## src/rtl/program_loader.sv

```systemverilog
// Packs a received byte stream (MSB first) into 32-bit instructions and writes
// them to consecutive instruction-RAM words until HALT_WORD or the RAM is full.
module program_loader #(
    parameter int                 RAM_WIDTH  = 32,
    parameter int                 RAM_DEPTH  = 2048,
    parameter int                 BYTE_WIDTH = 8,
    parameter logic [RAM_WIDTH-1:0] HALT_WORD = 32'hFFFF_FFFF
) (
    input  logic                  i_clk,
    input  logic                  i_rst,
    input  logic                  i_start,
    input  logic [BYTE_WIDTH-1:0] i_rx_data,
    input  logic                  i_rx_done,
    output logic [RAM_WIDTH-1:0]  o_addra,
    output logic [RAM_WIDTH-1:0]  o_dina,
    output logic                  o_wea,
    output logic                  o_ena,
    output logic                  o_busy,
    output logic                  o_done,
    output logic                  o_overflow,
    output logic [RAM_WIDTH-1:0]  o_word_count
);

    localparam logic [RAM_WIDTH-1:0] LAST_INDEX = RAM_WIDTH'(RAM_DEPTH - 1);

    typedef enum logic [1:0] {
        IDLE,
        RECV,
        WRITE,
        DONE
    } state_t;

    state_t               state;
    logic [1:0]           byte_cnt;
    logic [RAM_WIDTH-1:0] pack;
    logic [RAM_WIDTH-1:0] word;
    logic [RAM_WIDTH-1:0] pack_next;

    // New byte enters at the bottom, so the first byte of a word ends up in the MSBs.
    assign pack_next = {pack[RAM_WIDTH-BYTE_WIDTH-1:0], i_rx_data};

    // o_word_count doubles as the word index: both clear together and advance on every write.
    // NOTE: all state here is sequential, so every assignment is non-blocking; mixing
    // blocking writes into a clocked block creates simulation/synthesis ordering mismatches.
    always_ff @(posedge i_clk or posedge i_rst) begin
        if (i_rst) begin
            state        <= IDLE;
            byte_cnt     <= '0;
            pack         <= '0;
            word         <= '0;
            o_addra      <= '0;
            o_dina       <= '0;
            o_wea        <= 1'b0;
            o_ena        <= 1'b0;
            o_busy       <= 1'b0;
            o_done       <= 1'b0;
            o_overflow   <= 1'b0;
            o_word_count <= '0;
        end else begin
            o_wea <= 1'b0;
            o_ena <= 1'b0;
            case (state)
                IDLE: begin
                    if (i_start) begin
                        state        <= RECV;
                        byte_cnt     <= '0;
                        o_word_count <= '0;
                        o_overflow   <= 1'b0;
                        o_busy       <= 1'b1;
                    end
                end
                RECV: begin
                    if (i_rx_done) begin
                        pack <= pack_next;
                        if (byte_cnt == 2'd3) begin
                            word     <= pack_next;
                            byte_cnt <= '0;
                            state    <= WRITE;
                        end else begin
                            byte_cnt <= byte_cnt + 2'd1;
                        end
                    end
                end
                WRITE: begin
                    o_wea        <= 1'b1;
                    o_ena        <= 1'b1;
                    o_addra      <= o_word_count;
                    o_dina       <= word;
                    o_word_count <= o_word_count + 1'b1;
                    // A strobe arriving here is the first byte of the next word.
                    if (i_rx_done) begin
                        pack     <= pack_next;
                        byte_cnt <= 2'd1;
                    end
                    if (word == HALT_WORD) begin
                        state  <= DONE;
                        o_busy <= 1'b0;
                        o_done <= 1'b1;
                    end else if (o_word_count == LAST_INDEX) begin
                        state      <= DONE;
                        o_busy     <= 1'b0;
                        o_done     <= 1'b1;
                        o_overflow <= 1'b1;
                    end else begin
                        state <= RECV;
                    end
                end
                DONE: begin
                    if (i_start) begin
                        state        <= RECV;
                        byte_cnt     <= '0;
                        o_word_count <= '0;
                        o_overflow   <= 1'b0;
                        o_done       <= 1'b0;
                        o_busy       <= 1'b1;
                    end
                end
                default: state <= IDLE;
            endcase
        end
    end

endmodule
```

## config.mk

```make
export PLATFORM = sky130hd
export DESIGN_NAME = program_loader
export DESIGN_NICKNAME = d
export VERILOG_FILES = /design/src/rtl/program_loader.sv
export SDC_FILE = /design/constraint.sdc
export NUM_CORES = 1
export LEC_CHECK = 0
export CAP_MARGIN = 20
export CORE_ASPECT_RATIO = 0.75
export CORE_MARGIN = 2
export CORE_UTILIZATION = 48
export CTS_CLUSTER_SIZE = 28
export DETAILED_ROUTE_END_ITERATION = 8
export GPL_ROUTABILITY_DRIVEN = 0
export GPL_TIMING_DRIVEN = 0
export PLACE_DENSITY = 0.81
export SYNTH_ARGS = -nofsm -noshare
export SYNTH_HDL_FRONTEND = slang
export SYNTH_SLANG_ARGS = --single-unit
export TNS_END_PERCENT = 100
```

## constraint.sdc

```tcl
create_clock -name i_clk -period 6.3 [get_ports i_clk]
set_clock_uncertainty 0.15 [all_clocks]
set_input_delay 0.945 -clock i_clk [delete_from_list [all_inputs] [get_ports i_clk]]
set_output_delay 0.945 -clock i_clk [all_outputs]
set_load 0.01 [all_outputs]
```

==> impl_metrics.py, run 1 <==
metrics = {
    "cells_and_area": {
        "final_cell_mix": "dfrtp_1 (160), mux2_2 (121), clkdlybuf4s50_1 (112)",
        "drive_gt1_frac": 0.252,
        "multi_input_area_um2": 2530,
        "fin_nets": 649,
        "diodes": 0,
        "mostFrequentLayoutCell": "dfrtp_1",
        "seq_area_um2": 4000,
        "n_fill_cell": 984,
        "areaGrowthSynthToFinish_pct": 30.0,
    },
    "clock_network": {
        "cts_tree": "yes",
        "root_buffer": "clkbuf_16",
        "cts_hold_buf": 0,
        "clk_latency_ps": 420,
        "post_cts_buffers": 0,
        "cts.htree.levels": 4,
        "clkTransAtPathRegs_ps": 60,
        "cts_sinks": 160,
        "clock_path_buffers": 2,
        "cts_inserted_buffers": 17,
        "cts-resized-gates": 0,
    },
    "routing": {
        "wirelength_um": 15100,
        "drtPass1Iterations": 4,
        "route.detailed.drc": 0,
        "antenna_left": 0,
        "wl_per_cell_um": 18.4,
        "drtIter0Drc": 365,
        "vias": 4474,
        "routed_via_density": 5.47,
    },
    "place": {
        "place_ws_ps": 2890,
        "place.port_buffers": 112,
        "dp_hpwl_um": 10500,
    },
    "logic_synthesis": {
        "synth_seq_cells": 160,
        "synth_cell_types": 40,
        "async_reset_ff_frac": 1.00,
        "synthCells": 500,
        "synth_edf_count": 0,
        "synth_area_um2": 6680,
        "syn-num-nets": 517,
        "ys.flop_type": "dfrtp_1",
        "synth-warning-count": 0,
        "yosysSeqAreaShare": 0.599,
        "avgSynthCellArea_um2": 13.4,
    },
    "sta": {
        "slew_headroom": 0.294,
        "fmax_ghz": 0.326,
        "rsz0062_at_grt": "no",
        "finalWorstSetupSlack_ps": 3230,
        "period_needed_ps": 3070,
        "hold_viol": 0,
        "slew_violations": 0,
        "worst_slew_pin_slew_ps": 1060,
        "hold_slack_ps": 353,
        "setup_viol": 0,
        "fin_crit_sh": 0.487,
    },
    "global_route": {
        "grt_max_degree": 89,
        "grt_pass1_wl_um": 24600,
        "grt_use_total": 0.213,
        "grt_pass1_vias": 4584,
        "grt-ovfl-total": 0,
        "antenna_found_initial": 0,
    },
    "hold_path": {
        "min_path_type": "register to register",
    },
    "power": {
        "leakage_nw": 3.85,
        "ir_worst_vdd_v": 0.000225,
        "p_per_area_nw_per_um2": 383,
    },
    "worst_setup_path": {
        "crit_fanout": 10,
        "criticalPathCategory": "input port to register",
        "crit_arrival_ps": 3200,
        "crit_required_ps": 6430,
        "end_kind": "register",
        "start_kind": "input port",
    },
    "die": {
        "core_area_um2": 13700,
        "die-width_um": 140,
        "die-area_um2": 14900,
        "initial_core_util": 0.489,
        "die_h_um": 106,
        "io_pins": 113,
        "rows": 37,
    },
    "job": {
        "drv_cap": 0,
    },
    "run_status": {
        "outcome": "completed",
    },
}
[synth_stat cells (all sizes together), types with 5 or more instances]
cell type,instances,area (um^2)
nor2,31,116
ha,5,62.6
mux2,121,1360
and3,6,37.5
nor3,5,25.0
nor4,13,109
buf,10,58.8
a21oi,10,50.1
dfrtp,160,4000
xnor2,18,158
o21ai,9,45.0
nand3,10,50.1
inv,10,37.5
nand2,22,82.6
clkbuf,14,52.6
xor2,8,70.1
nand4,17,106
[per-layer routing]
metal  vias up  share of wire  track usage
met5         -              0            0
met4         0          0.013       0.0707
met3        17          0.053       0.0545
met2       120           0.46        0.323
met1      2283           0.47        0.302
li1       2054              -            -
[flip-flops by register name, summed over array words and instances (netlist names)]
| register | count |
|---|---|
| o_done | 1 |
| o_addra | 32 |
| o_busy | 1 |
| o_word_count | 32 |
| byte_cnt | 2 |
| state | 2 |
| o_ena | 1 |
| o_dina | 32 |
| word | 32 |
| o_overflow | 1 |
| pack | 24 |
[final cells by class]
type | count | share of cell area
Inverter | 10 | 0.00490
Timing Repair Buffer | 113 | 0.132
Clock inverter | 5 | 0.0144
Buffer | 24 | 0.0128
Sequential cell | 160 | 0.461
Tap cell | 175 | 0.0252
Clock buffer | 25 | 0.0582
Multi-Input combinational cell | 306 | 0.291
[cells by family (layout without fill, tap and decap cells)]
logic type,count (synthesis),after routing,share of synthesized area
DFF,160,160,0.599
muxes,122,122,0.206
adders and majority gates,5,5,0.00937
and+or+nand+nor,127,127,0.106
AOI/OAI and AO/OA,26,26,0.0227
buffers and inverters,34,177,0.0223
xor gates and xnor gates,26,26,0.0341
[stage by stage]
stage          TNS (ps)  cell area (um^2)  total power [W]   util  std cells
2_1_floorplan         0              6680          0.00190      -        500
3_3_place_gp    -155210              8020          0.00219  0.587        787
3_5_place_dp          0              8050          0.00223  0.590        788
4_1_cts               0              8680          0.00334  0.636        818
5_1_grt               0              8680          0.00348  0.636        818
6_report              0              8680          0.00332  0.636        818
[power by group]
| group | switching, W | leakage, nW | internal, W | total, W |
|---|---|---|---|---|
| logic | 0.000300 | 1.42 | 0.000427 | 0.000727 |
| clock network | 0.000388 | 0.309 | 0.000712 | 0.00110 |
| registers | 0.000203 | 2.13 | 0.00129 | 0.00149 |
| total | 0.000891 | 3.85 | 0.00243 | 0.00332 |
[final timing paths]
path	endpoint	cells after the start	startpoint	slack, ps
worst max-delay path	o_word_count[28]	6	i_start	3230
worst min-delay path	o_addra[27]	1	o_addra[27]	350
worst max register to register	o_word_count[28]	8	state[0]	3410
worst min register to register	o_addra[27]	1	o_addra[27]	350
max in group asynchronous	word[25]	3	i_rst	4310
min in group asynchronous	o_addra[1]	2	i_rst	840
[critical path: stages]
cell and delay (ps):
clkdlybuf4s50_1 580, mux2i_2 180, nor4b_2 950, nand3_1 230
xnor2_1 240, nor2_1 60
Power figures use the tool's default switching activity.
==> run 2: changes to the inputs <==
--- a/config.mk
+++ b/config.mk
@@ -13,7 +13,7 @@
 export DETAILED_ROUTE_END_ITERATION = 8
 export GPL_ROUTABILITY_DRIVEN = 0
 export GPL_TIMING_DRIVEN = 0
-export PLACE_DENSITY = 0.81
+export PLACE_DENSITY = 0.84
 export SYNTH_ARGS = -nofsm -noshare
 export SYNTH_HDL_FRONTEND = slang
 export SYNTH_SLANG_ARGS = --single-unit
==> constraint.sdc (replaced) <==
create_clock -name i_clk -period 2.6 [get_ports i_clk]
set_clock_uncertainty 0.15 [all_clocks]
set_input_delay 0.39 -clock i_clk [delete_from_list [all_inputs] [get_ports i_clk]]
set_output_delay 0.39 -clock i_clk [all_outputs]
set_load 0.01 [all_outputs]
==> impl_metrics.py, run 2 (synthesis results as in run 1) <==
metrics = {
    "routing": {
        "drtPass1Iterations": 5,
        "wl_per_cell_um": 19.2,
        "routed_via_density": 5.55,
        "vias": 4573,
        "route.detailed.drc": 0,
        "drtIter0Drc": 395,
        "wirelength_um": 15800,
        "antenna_left": 0,
    },
    "die": {
        "die_h_um": 106,
        "io_pins": 113,
        "initial_core_util": 0.489,
        "die-width_um": 140,
        "die-area_um2": 14900,
        "core_area_um2": 13700,
        "rows": 37,
    },
    "sta": {
        "hold_slack_ps": 349,
        "fmax_ghz": 0.395,
        "finalWorstSetupSlack_ps": 69.1,
        "rsz0062_at_grt": "yes",
        "worst_slew_pin_slew_ps": 958,
        "setup_viol": 0,
        "period_needed_ps": 2530,
        "slew_headroom": 0.361,
        "fin_crit_sh": 0.973,
        "hold_viol": 0,
        "slew_violations": 0,
    },
    "cells_and_area": {
        "final_cell_mix": "dfrtp_1 (160), mux2_2 (121), clkdlybuf4s50_1 (112)",
        "multi_input_area_um2": 2620,
        "n_fill_cell": 980,
        "diodes": 0,
        "drive_gt1_frac": 0.280,
        "design_area_um2": 8810,
        "fin_nets": 654,
        "seq_area_um2": 4000,
        "areaGrowthSynthToFinish_pct": 32.0,
        "mostFrequentLayoutCell": "dfrtp_1",
    },
    "place": {
        "dp_hpwl_um": 10900,
        "place_ws_ps": -268,
        "dpl_cell_area_um2": 8080,
        "place.port_buffers": 112,
    },
    "worst_setup_path": {
        "start_kind": "register",
        "end_kind": "register",
        "crit_required_ps": 2750,
        "slowest_delay_ps": 440,
        "criticalPathCategory": "register to register",
        "critPathSlowestCell": "or4_4",
        "crit_buf_inv": 4,
        "worstPathCellList": "inv_1 -> ha_1 -> buf_6 -> mux2i_4 -> or4_4 -> buf_6 -> buf_8 -> nor3b_2 -> xnor2_1 -> nor2_1",
        "crit_arrival_ps": 2680,
        "crit_family": "simple AND/OR/NAND/NOR gates",
        "critPathMostFrequentCell": "buf_6",
        "crit_fanout": 10,
    },
    "power": {
        "swShare": 0.280,
        "ir_worst_vdd_v": 0.000623,
        "internal_power_w": 0.00576,
        "leakage_nw": 3.97,
        "p_per_area_nw_per_um2": 907,
        "p_sw_w": 0.00224,
        "pwr-share-comb": 0.228,
        "p_seq_frac": 0.454,
        "power_frac_clock": 0.318,
    },
    "global_route": {
        "grt_use_total": 0.222,
        "grt_max_degree": 46,
        "grt_pass1_vias": 4661,
        "grt-ovfl-total": 0,
        "antenna_found_initial": 0,
        "grt_pass1_wl_um": 25400,
    },
    "clock_network": {
        "clk_latency_ps": 430,
        "cts_tree": "yes",
        "cts_inserted_buffers": 17,
        "clock_path_buffers": 2,
        "clkTransAtPathRegs_ps": 60,
        "cts.htree.levels": 4,
        "cts_sinks": 160,
        "cts_hold_buf": 0,
        "root_buffer": "clkbuf_16",
    },
    "run_status": {
        "outcome": "completed",
    },
    "hold_path": {
        "min_path_type": "input port to async pin",
    },
    "job": {
        "drv_cap": 0,
    },
}
==> run 2: worst register-to-register path, stage by stage (launching register included) <==
cell	delay, ps
dfrtp_1	350
inv_1	50
ha_1	290
buf_6	150
mux2i_4	220
or4_4	450
buf_6	170
buf_8	160
nor3b_2	210
xnor2_1	150
nor2_1	50
==> run 2: power by group through the flow <==
stage	Combinational (W)	Clock [W]	Sequential [W]
floorplan	0.00107	0	0.00355
global placement	0.00169	0	0.00361
detailed placement	0.00177	0	0.00366
CTS	0.00184	0.00259	0.00362
global route	0.00197	0.00272	0.00371
finish	0.00182	0.00254	0.00363
==> run 2: path summary, 6_finish.rpt <==
path	slack, ps	from	cells after the start	to
setup reg to reg	70	state[0]	10	o_word_count[15]
hold reg to reg	350	pack[23]	1	word[31]
hold / removal	350	i_rst	2	o_addra[0]
setup / recovery	70	state[0]	10	o_word_count[15]
max in group asynchronous	970	i_rst	4	o_dina[0]
min in group i_clk	350	pack[23]	1	word[31]
==> run 2: routing by layer <==
layer | vias up | share of wire | global-route usage
met5 | - | 0 | 0
met4 | 0 | 0.0083 | 0.0693
met3 | 12 | 0.060 | 0.0703
met2 | 156 | 0.48 | 0.330
met1 | 2350 | 0.45 | 0.314
li1 | 2055 | - | -
==> run 2: repair_timing <==
action                                  CTS  global route
gates resized for setup                  10            12
hold endpoints to repair                  0             0
gates cloned                              0             0
endpoints found under the setup margin   27            43
buffers inserted                          2             1
pin swaps                                 5             3
==> run 2: final cells by class <==
class,count,area share
repair buffers,118,0.137
plain buffers,24,0.0142
well taps,175,0.0248
flip-flops and latches,160,0.454
clock inverters,11,0.0156
inverters,10,0.00468
multi-input cells,306,0.297
clock buffers,20,0.0529
==> run 2: per-stage QoR <==
step,total power (W),TNS (ps),instances,util
6_report,0.00800,0,824,0.645
5_1_grt,0.00839,-13.9,824,0.645
4_1_cts,0.00805,0,823,0.642
3_5_place_dp,0.00543,-4290,790,0.592
3_3_place_gp,0.00529,-184650,787,0.587
2_1_floorplan,0.00461,0,500,-
==> run 3: changes to the inputs <==
--- a/config.mk
+++ b/config.mk
@@ -6,14 +6,14 @@
 export NUM_CORES = 1
 export LEC_CHECK = 0
 export CAP_MARGIN = 20
-export CORE_ASPECT_RATIO = 0.75
+export CORE_ASPECT_RATIO = 1.5
 export CORE_MARGIN = 2
 export CORE_UTILIZATION = 48
 export CTS_CLUSTER_SIZE = 28
 export DETAILED_ROUTE_END_ITERATION = 8
 export GPL_ROUTABILITY_DRIVEN = 0
 export GPL_TIMING_DRIVEN = 0
-export PLACE_DENSITY = 0.84
+export PLACE_DENSITY = 0.81
 export SYNTH_ARGS = -nofsm -noshare
 export SYNTH_HDL_FRONTEND = slang
 export SYNTH_SLANG_ARGS = --single-unit
==> constraint.sdc (replaced) <==
create_clock -name i_clk -period 2.76 [get_ports i_clk]
set_clock_uncertainty 0.15 [all_clocks]
set_input_delay 0.414 -clock i_clk [delete_from_list [all_inputs] [get_ports i_clk]]
set_output_delay 0.414 -clock i_clk [all_outputs]
set_load 0.01 [all_outputs]
==> impl_metrics.py, run 3 (synthesis results as in run 1) <==
metrics = {
    "routing": {
        "drtIter0Drc": 244,
        "wl_met1_um": 5940,
        "routed_via_density": 5.57,
        "wl_met3_um": 729,
        "drtPass1Iterations": 4,
        "wirelength_um": 15100,
        "antenna_left": 0,
        "wl_per_cell_um": 18.5,
        "top_layer": "met4",
        "vias": 4531,
        "route.detailed.drc": 0,
        "wl_met2_um": 7960,
    },
    "global_route": {
        "grt-ovfl-total": 0,
        "grt_pass1_wl_um": 24400,
        "grt_max_degree": 45,
        "grt_pass1_vias": 4800,
        "antenna_found_initial": 0,
        "grt_use_total": 0.213,
    },
    "clock_network": {
        "clock_path_buffers": 2,
        "cts_tree": "yes",
        "cts_sinks": 160,
        "clk_latency_ps": 420,
        "clkTransAtPathRegs_ps": 60,
        "cts.htree.levels": 4,
        "cts_hold_buf": 0,
        "cts_inserted_buffers": 17,
        "root_buffer": "clkbuf_16",
    },
    "sta": {
        "period_needed_ps": 2680,
        "setup_viol": 0,
        "slew_headroom": 0.463,
        "slew_violations": 0,
        "hold_viol": 0,
        "fin_crit_sh": 0.970,
        "fmax_ghz": 0.373,
        "worst_slew_pin_slew_ps": 798,
    },
    "cells_and_area": {
        "fin_cells": 814,
        "mostFrequentLayoutCell": "dfrtp_1",
        "drive_gt1_frac": 0.268,
        "diodes": 0,
        "design_area_um2": 8790,
        "final_core_util": 0.649,
        "final_cell_mix": "dfrtp_1 (160), mux2_2 (121), clkdlybuf4s50_1 (112)",
        "fin_nets": 656,
        "areaGrowthSynthToFinish_pct": 31.5,
        "n_fill_cell": 983,
    },
    "die": {
        "initial_core_util": 0.494,
        "die-area_um2": 14900,
        "die_h_um": 148,
        "io_pins": 113,
        "rows": 52,
        "die-width_um": 100,
        "core_area_um2": 13500,
    },
    "worst_setup_path": {
        "criticalPathCategory": "register to register",
        "start_kind": "register",
        "critPathSlowestCell": "or4_4",
        "slowest_delay_ps": 630,
        "critPathMostFrequentCell": "buf_6",
        "crit_required_ps": 2890,
        "crit_buf_inv": 2,
        "worstPathCellList": "ha_1 -> buf_6 -> mux2i_4 -> or4_4 -> buf_6 -> nor3b_1 -> xnor2_1 -> nor2_1",
        "crit_fanout": 10,
        "crit_family": "simple AND/OR/NAND/NOR gates",
        "end_kind": "register",
        "crit_arrival_ps": 2810,
    },
    "power": {
        "leakage_nw": 3.95,
        "p_per_area_nw_per_um2": 866,
        "ir_worst_vdd_v": 0.000562,
    },
    "place": {
        "dpl_cell_area_um2": 8090,
        "dp_hpwl_um": 10900,
        "place.port_buffers": 112,
        "placed_cells": 778,
    },
    "run_status": {
        "outcome": "completed",
    },
    "hold_path": {
        "min_path_type": "input port to async pin",
    },
    "job": {
        "drv_cap": 0,
    },
}
-- run 3: changes by cell type in the layout (fill, tap and decap cells not counted), sizes merged --
cell and change:
buf +3, clkbuf -4, inv +9, clkinvlp -3, clkinv -2
-- run 3: repair_timing --
item                       4_1_cts  5_1_grt
resized for setup                3        3
setup buffers                    1        4
pin swaps                        0        2
setup endpoints to repair        5       10
-- run 3: layer usage --
layer	vias up	GRT usage
met5	-	0
met4	0	0.0973
met3	28	0.0456
met2	171	0.376
met1	2271	0.244
li1	2061	-
-- run 3: metrics by stage --
stage / hold slack, ps / setup TNS, ps / total power [W] / setup slack [ps]
after global placement: 336 / -163470 / 0.00500 / -1030
final: 237 / 0 / 0.00761 / 81.5
after CTS: 243 / 0 / 0.00762 / 0.540
after global routing: 281 / -45.7 / 0.00799 / -21.4
after floorplan: 316 / 0 / 0.00435 / 167
after detailed placement: 340 / -926 / 0.00513 / -129
-- run 3: area by class of cell --
class / instances / area, um^2 / share of cell area
sequential: 160 / 4000 / 0.456
multi-input combinational: 306 / 2560 / 0.292
timing repair buffer: 121 / 1250 / 0.142
clock buffer: 17 / 425 / 0.0484
tap: 162 / 203 / 0.0231
clock inverter: 15 / 195 / 0.0222
buffer: 23 / 106 / 0.0121
inverter: 10 / 41.3 / 0.00470
-- run 3: power breakdown --
| group | switching, W | internal [W] |
|---|---|---|
| registers | 0.000456 | 0.00294 |
| logic | 0.000726 | 0.00102 |
| clock network | 0.00100 | 0.00146 |
| total | 0.00218 | 0.00543 |
-- run 3: worst paths after layout --
path,from,endpoint,slack (ps),depth (start not counted)
max,state[1],o_word_count[17],80,8
min,i_rst,o_dina[13],240,2
max reg2reg,state[1],o_word_count[17],80,8
min reg2reg,o_addra[16],o_addra[16],360,1
max in group asynchronous,i_rst,o_dina[24],1230,5
min in group i_clk,o_addra[16],o_addra[16],360,1
